===== src/rtl/issue_sched_pkg.sv =====
// Shared decode constants, FSM encoding and record types for the issue scheduler.
package issue_sched_pkg;

  localparam logic [6:0] OPC_LOAD   = 7'b0000011;
  localparam logic [6:0] OPC_STORE  = 7'b0100011;
  localparam logic [6:0] OPC_BRANCH = 7'b1100011;
  localparam logic [6:0] OPC_JAL    = 7'b1101111;
  localparam logic [6:0] OPC_JALR   = 7'b1100111;
  localparam logic [6:0] OPC_FENCE  = 7'b0001111;
  localparam logic [6:0] OPC_SYSTEM = 7'b1110011;
  localparam logic [6:0] OPC_OP     = 7'b0110011;
  localparam logic [6:0] OPC_LUI    = 7'b0110111;
  localparam logic [6:0] OPC_AUIPC  = 7'b0010111;

  typedef enum logic {
    S_RUN   = 1'b0,
    S_DRAIN = 1'b1
  } state_e;

  // Per-slot decode result
  typedef struct packed {
    logic [4:0] rd;
    logic [4:0] rs1;
    logic [4:0] rs2;
    logic       rs1_used;
    logic       rs2_used;
    logic       rd_wr;
    logic       is_mem;
    logic       is_load;
    logic       is_ctrl;
    logic       is_ser;
  } dec_t;

  // Load delay-line entry
  typedef struct packed {
    logic       v;
    logic [4:0] rd;
  } sb_ent_t;

  // A used, non-x0 source whose pending bit is set
  function automatic logic src_hit(input logic used, input logic [4:0] r,
                                   input logic [31:0] pend);
    return used && (r != 5'd0) && pend[r];
  endfunction

endpackage


===== src/rtl/issue_decode.sv =====
// Combinational per-slot decoder: register usage flags and issue class bits.
module issue_decode
  import issue_sched_pkg::*;
(
  input  logic [31:0] inst_i,
  output dec_t        dec_o
);

  logic [6:0] opc;
  logic       unused_bits;

  assign opc         = inst_i[6:0];
  assign unused_bits = ^{inst_i[31:25], inst_i[14:12]};

  // Field extraction and classification
  always_comb begin
    dec_o          = '0;
    dec_o.rd       = inst_i[11:7];
    dec_o.rs1      = inst_i[19:15];
    dec_o.rs2      = inst_i[24:20];
    dec_o.rs1_used = !(opc == OPC_LUI || opc == OPC_AUIPC || opc == OPC_JAL);
    dec_o.rs2_used = (opc == OPC_OP || opc == OPC_BRANCH || opc == OPC_STORE);
    dec_o.rd_wr    = !(opc == OPC_BRANCH || opc == OPC_STORE ||
                       opc == OPC_FENCE  || opc == OPC_SYSTEM) &&
                     (inst_i[11:7] != 5'd0);
    dec_o.is_load  = (opc == OPC_LOAD);
    dec_o.is_mem   = (opc == OPC_LOAD || opc == OPC_STORE);
    dec_o.is_ctrl  = (opc == OPC_BRANCH || opc == OPC_JAL || opc == OPC_JALR);
    dec_o.is_ser   = (opc == OPC_FENCE || opc == OPC_SYSTEM);
  end

endmodule


===== src/rtl/issue_sched.sv =====
// Dual-issue launch controller: in-order pair issue with intra-pair hazard
// checks, load-use scoreboard, FENCE/SYSTEM serialization and statistics.
module issue_sched
  import issue_sched_pkg::*;
#(
  parameter int LOAD_LAT = 2,
  parameter int CNT_W    = 32
) (
  input  logic             clk,
  input  logic             rst,
  input  logic             flush,
  input  logic             stall_ex,
  input  logic             ex_idle,
  input  logic             slot0_valid,
  input  logic [31:0]      slot0_inst,
  input  logic             slot1_valid,
  input  logic [31:0]      slot1_inst,
  output logic             launch0,
  output logic             launch1,
  output logic             sb_busy,
  output logic [CNT_W-1:0] cnt_dual,
  output logic [CNT_W-1:0] cnt_single,
  output logic [CNT_W-1:0] cnt_stall
);

  logic [1:0][31:0] inst;
  dec_t [1:0]       dec;

  state_e                     state_q;
  logic [31:0]                pend_q, pend_d;
  sb_ent_t [LOAD_LAT-1:0]     dl_q, dl_d;
  sb_ent_t                    ld_new, dl_out;
  logic                       sb_busy_q;
  logic [CNT_W-1:0]           cnt_dual_q, cnt_single_q, cnt_stall_q;

  logic hit0, hit1, state_ok, raw, waw, pair_ok;
  logic unused_dec;

  assign inst = {slot1_inst, slot0_inst};

  generate
    for (genvar g = 0; g < 2; g++) begin : g_dec
      issue_decode u_dec (
        .inst_i (inst[g]),
        .dec_o  (dec[g])
      );
    end
  endgenerate

  assign unused_dec = dec[1].is_ctrl;

  // Issue gating: scoreboard hits, FSM condition and pair hazards
  always_comb begin
    hit0 = src_hit(dec[0].rs1_used, dec[0].rs1, pend_q) |
           src_hit(dec[0].rs2_used, dec[0].rs2, pend_q);
    hit1 = src_hit(dec[1].rs1_used, dec[1].rs1, pend_q) |
           src_hit(dec[1].rs2_used, dec[1].rs2, pend_q);
    state_ok = (state_q == S_RUN) ? ~dec[0].is_ser : (~sb_busy_q & ex_idle);
    raw = dec[0].rd_wr &
          ((dec[1].rs1_used & (dec[1].rs1 == dec[0].rd)) |
           (dec[1].rs2_used & (dec[1].rs2 == dec[0].rd)));
    waw = dec[0].rd_wr & dec[1].rd_wr & (dec[0].rd == dec[1].rd);
    pair_ok = (state_q == S_RUN) & ~dec[0].is_ctrl & ~dec[0].is_ser &
              ~dec[1].is_ser & ~(dec[0].is_mem & dec[1].is_mem) & ~raw & ~waw;
    launch0 = rst & slot0_valid & ~flush & ~stall_ex & ~hit0 & state_ok;
    launch1 = launch0 & slot1_valid & ~hit1 & pair_ok;
  end

  // Scoreboard next state: the MEM rule guarantees at most one load per cycle,
  // and a set of the same rd overrides the delay-line retirement.
  always_comb begin
    ld_new.v  = (launch0 & dec[0].is_load & (dec[0].rd != 5'd0)) |
                (launch1 & dec[1].is_load & (dec[1].rd != 5'd0));
    ld_new.rd = (launch0 & dec[0].is_load) ? dec[0].rd : dec[1].rd;
    dl_out    = dl_q[LOAD_LAT-1];
    for (int i = LOAD_LAT - 1; i > 0; i--) dl_d[i] = dl_q[i-1];
    dl_d[0] = ld_new;
    pend_d  = pend_q;
    if (dl_out.v) pend_d[dl_out.rd] = 1'b0;
    if (ld_new.v) pend_d[ld_new.rd] = 1'b1;
  end

  // Scoreboard registers; flush leaves in-flight loads tracked
  always_ff @(posedge clk) begin
    if (!rst) begin
      pend_q    <= '0;
      dl_q      <= '0;
      sb_busy_q <= 1'b0;
    end else begin
      pend_q    <= pend_d;
      dl_q      <= dl_d;
      sb_busy_q <= |pend_d;
    end
  end

  // RUN/DRAIN serialization FSM
  always_ff @(posedge clk) begin
    if (!rst) begin
      state_q <= S_RUN;
    end else begin
      case (state_q)
        S_RUN:   if (slot0_valid & dec[0].is_ser & ~flush) state_q <= S_DRAIN;
        S_DRAIN: if (launch0 | flush) state_q <= S_RUN;
        default: state_q <= S_RUN;
      endcase
    end
  end

  // Issue statistics, free-running with natural wrap
  always_ff @(posedge clk) begin
    if (!rst) begin
      cnt_dual_q   <= '0;
      cnt_single_q <= '0;
      cnt_stall_q  <= '0;
    end else begin
      if (launch1)             cnt_dual_q   <= cnt_dual_q + CNT_W'(1);
      if (launch0 & ~launch1)  cnt_single_q <= cnt_single_q + CNT_W'(1);
      if (slot0_valid & ~launch0 & ~flush)
                               cnt_stall_q  <= cnt_stall_q + CNT_W'(1);
    end
  end

  assign sb_busy    = sb_busy_q;
  assign cnt_dual   = cnt_dual_q;
  assign cnt_single = cnt_single_q;
  assign cnt_stall  = cnt_stall_q;

endmodule


===== config.mk =====
export PLATFORM = sky130hd
export DESIGN_NAME = issue_sched
export DESIGN_NICKNAME = d
export VERILOG_FILES = /design/src/rtl/issue_sched_pkg.sv /design/src/rtl/issue_decode.sv /design/src/rtl/issue_sched.sv
export SDC_FILE = /design/constraint.sdc
export NUM_CORES = 1
export LEC_CHECK = 0
export ABC_AREA = 1
export ABC_CLOCK_PERIOD_IN_PS = 5300
export BUFFER_PORTS_ARGS = -buffer_cell sky130_fd_sc_hd__buf_2
export CAP_MARGIN = 20
export CORE_UTILIZATION = 55
export CTS_CLUSTER_SIZE = 14
export DETAILED_ROUTE_END_ITERATION = 8
export GPL_TIMING_DRIVEN = 0
export HOLD_SLACK_MARGIN = 0.05
export PLACE_DENSITY = 0.79
export SYNTH_ARGS = -nofsm -noshare
export SYNTH_HDL_FRONTEND = slang
export SYNTH_SLANG_ARGS = --single-unit

===== constraint.sdc =====
create_clock -name clk -period 5.3 [get_ports clk]
set_clock_uncertainty 0.15 [all_clocks]
set_input_delay 0 -clock clk [delete_from_list [all_inputs] [get_ports clk]]
set_output_delay 0 -clock clk [all_outputs]
set_load 0.02 [all_outputs]

==> summary.txt <==
Outcome
  – Status: finished, final reports clean

Yosys
  – Syn Nets: around 1600
  – #FFs+latches synth: roughly 140
  – Synth unique cells: 50
  – Post-Syn Area: slightly above 9000 um2
  – Synth warn: 0
  – Register area share after synthesis: 0.308
  – Syn avg cell area: just over 6 um2
  – Mapped Cells: roughly 1500

Setup path
  – Buf/Inv on CP: 3
  – Critical Path, Cell by Cell: inv_1 > o21ai_0 > nand3_1 > nand3_1 > nand2_1 > nand2_1 > nand3_2 > nand4_2 > buf_4 > nand2_1 > nand2_1 > nand2_1 > nor2_1 > nand2_1 > dlygate4sd3_1 > a21oi_1
  – Top delay family on crit path: simple AND/OR/NAND/NOR gates
  – CP max-delay cell: dlygate4sd3_1
  – Most frequent CP cell: nand2_1
  – WP data arrival: roughly 3.4 ns
  – Critical path startpoint category: flip-flop
  – Worst setup EP type: flip-flop
  – Crit path kind: flip-flop to flip-flop
  – Max incr delay on CP: a little under 0.6 ns
  – Worst EP required: 5.50 ns
  – CP Max Fanout: 10

Clock tree
  – Clk Latency, worst-skew pair: about 0.43 ns
  – CTS tree: built
  – H-tree levels: 4
  – Max clock buf depth: 2
  – CTS Buf Count: 17
  – CTS clk-pin slew, worst paths: roughly 0.060 ns
  – Root buf cell: clkbuf_16
  – Num Clock Sinks: roughly 140

Drt
  – Avg WL per Cell: approximately 15 um
  – DRC Markers: 0
  – DR pass1 iterations: 8
  – Via Count: 10566
  – DRT antenna net count: 0
  – Vias/cell: ~5.5
  – Final WL: between 20000 and 30000 um
  – Iter 0 DRT Violations: approximately 1000

Die
  – Initial Utilization: 0.561
  – Ports: 170
  – Core ar.: ~16000 um2
  – Rows: 47
  – Die Y: 132 um
  – Horiz. Die Dim: 132 um
  – Die area: approximately 17000 um2

GRT
  – GRT overflow: 0
  – Largest net degree at the start of global routing: 17
  – First-pass GRT wire length: 46200 um
  – Number of global-route vias before repair: 9399
  – Initial antenna violation count: 0
  – Gr usage total: 0.330

Timing
  – Slew margin rel.: 0.458
  – Final TNS setup: 0 ns
  – Slew Viols, Final: 0
  – # setup viols final: 0
  – Fmax achieved: 317 MHz
  – Final period util: 0.596
  – Slew at the pin with the worst max-slew slack: between 0.8 and 0.9 ns
  – Final Critical Period: around 3.2 ns
  – Final hold vios: 0
  – Unrepaired setup endpoints after global routing: no

Placed design
  – RD Place Congestion: between 0.9 and 1
  – PortBufs: about 140
  – Post-DP HPWL: ~22000 um
  – Placed cells: 1858

Final layout
  – Syn-to-layout area delta: 19.4%
  – Non-Filler Instances: approximately 1900
  – ANT cells: 0
  – Share of layout cells above drive strength 1: 0.149
  – Final net count: around 1800

Flow run
  – Max Cap Viol: 0

Pwr
  – P per Cell Area: between 200 and 250 nW/um2
  – Cell leakage power: 4.80 nW
  – VDD IR-drop max: ~220 uV

Worst hold path
  – Worst min path class: input pin to flip-flop
## logic make-up after synthesis
logic type                 synth area share
and+or+nand+nor                       0.407
adders and majority gates           0.00407
xor gates and xnor gates             0.0228
DFF                                   0.308
buffers and inverters                 0.111
AOI/OAI and AO/OA                     0.147
## state kept, by name, summed over array words and instances, names as in the netlist
signal / flops
dl_out: 6
cnt_single: 32
cnt_dual: 32
state_q: 1
sb_busy: 1
cnt_stall: 32
dl_d: 6
pend_q: 32
## worst register-to-register path, delay by kind of cell, from the launching register on
family | cells | cell delay, ns
AO/OA/AOI/OAI | 2 | 0.31
buffers and inverters | 3 | 0.92
flip-flops | 1 | 0.40
AND/OR/NAND/NOR | 11 | 1.32
## Yosys cell counts (all sizes together)
master  count  area [um2]
a211oi      1        7.51
a21oi     140         708
a221oi      2        23.8
a31o        1        8.76
a31oi       6        37.5
a41o        1        10.0
and3        2        12.5
buf        22         160
clkbuf     15        56.3
clkinv      2        8.75
dfxtp     142        2840
ha          3        37.5
inv       213         802
nand2     386        1490
nand3     149         778
nand3b      2        15.0
nand4      29         200
nor2      157         673
nor3       77         428
nor3b       9        67.6
nor4       15        93.8
o211a       1        10.0
o211ai      5        37.5
o21a       11        82.6
o21ai      76         392
o21bai      1        7.51
o221a       1        11.3
o22ai       1        12.5
o41ai       1        8.76
xnor2      12         105
xor2       12         105
## final timing paths
kind / from / endpoint / slack, ns / depth (start not counted)
max reg2reg: pend_q[10] / pend_q[10] / 2.14 / 16
min reg2reg: dl_d[9] / dl_out[3] / 0.26 / 2
min: slot1_inst[24] / cnt_dual[0] / 0.1 / 6
max: pend_q[10] / pend_q[10] / 2.14 / 16
## power breakdown
part	switching, mW	total, mW	internal [mW]	leakage, nW
sequential	0.00422	1.08	1.07	1.15
combinational	0.154	0.237	0.0831	3.38
clock	0.481	1.18	0.697	0.277
## per-layer routing
| metal | global-route usage | wire length (um) | up-vias |
|---|---|---|---|
| met5 | 0 | 0 | - |
| li1 | - | - | 5262 |
| met4 | 0.130 | 722 | 0 |
| met2 | 0.526 | 12900 | 532 |
| met1 | 0.444 | 12500 | 4709 |
| met3 | 0.0521 | 2670 | 63 |
## cell type report
| type | count | area, um2 |
|---|---|---|
| well taps | 220 | 275 |
| clock inverters | 12 | 136 |
| plain buffers | 37 | 216 |
| repair buffers | 166 | 941 |
| multi-input cells | 1101 | 5360 |
| inverters | 215 | 811 |
| flip-flops and latches | 142 | 2840 |
| clock buffers | 20 | 437 |
| fillers | 1495 | 5440 |
## through the flow
| stage | cell area [um2] | hold WS [ns] | util | worst slack (ns) | power, mW |
|---|---|---|---|---|---|
| floorplan | 9230 | 0.0246 | - | 2.88 | 1.25 |
| global placement | 10200 | 0.155 | 0.621 | 2.31 | 1.32 |
| detailed placement | 10200 | 0.181 | 0.621 | 2.31 | 1.32 |
| CTS | 11000 | 0.0837 | 0.669 | 2.24 | 2.49 |
| global route | 11000 | 0.135 | 0.669 | 1.93 | 2.58 |
| finish | 11000 | 0.0996 | 0.669 | 2.14 | 2.49 |
## layout by cell type (no fill, tap or decap), drive strengths merged, types with 5 or more instances in the layout
master / n
o21ai: 76
a21oi: 140
nor4: 15
dfxtp: 142
nor3: 77
clkinv: 7
xor2: 12
a31oi: 6
o211ai: 5
nand3: 149
dlygate4sd3: 22
xnor2: 12
nand2: 386
nor2: 157
clkbuf: 36
nand4: 29
inv: 216
buf: 165
nor3b: 9
o21a: 11
## what timing repair did
action	in CTS	in global routing
hold buffers	22	0
hold endpoints to repair	60	0
resized for setup	0	0
setup buffers	0	0
setup endpoints to repair	0	0
(Power assumes the default switching activity.)
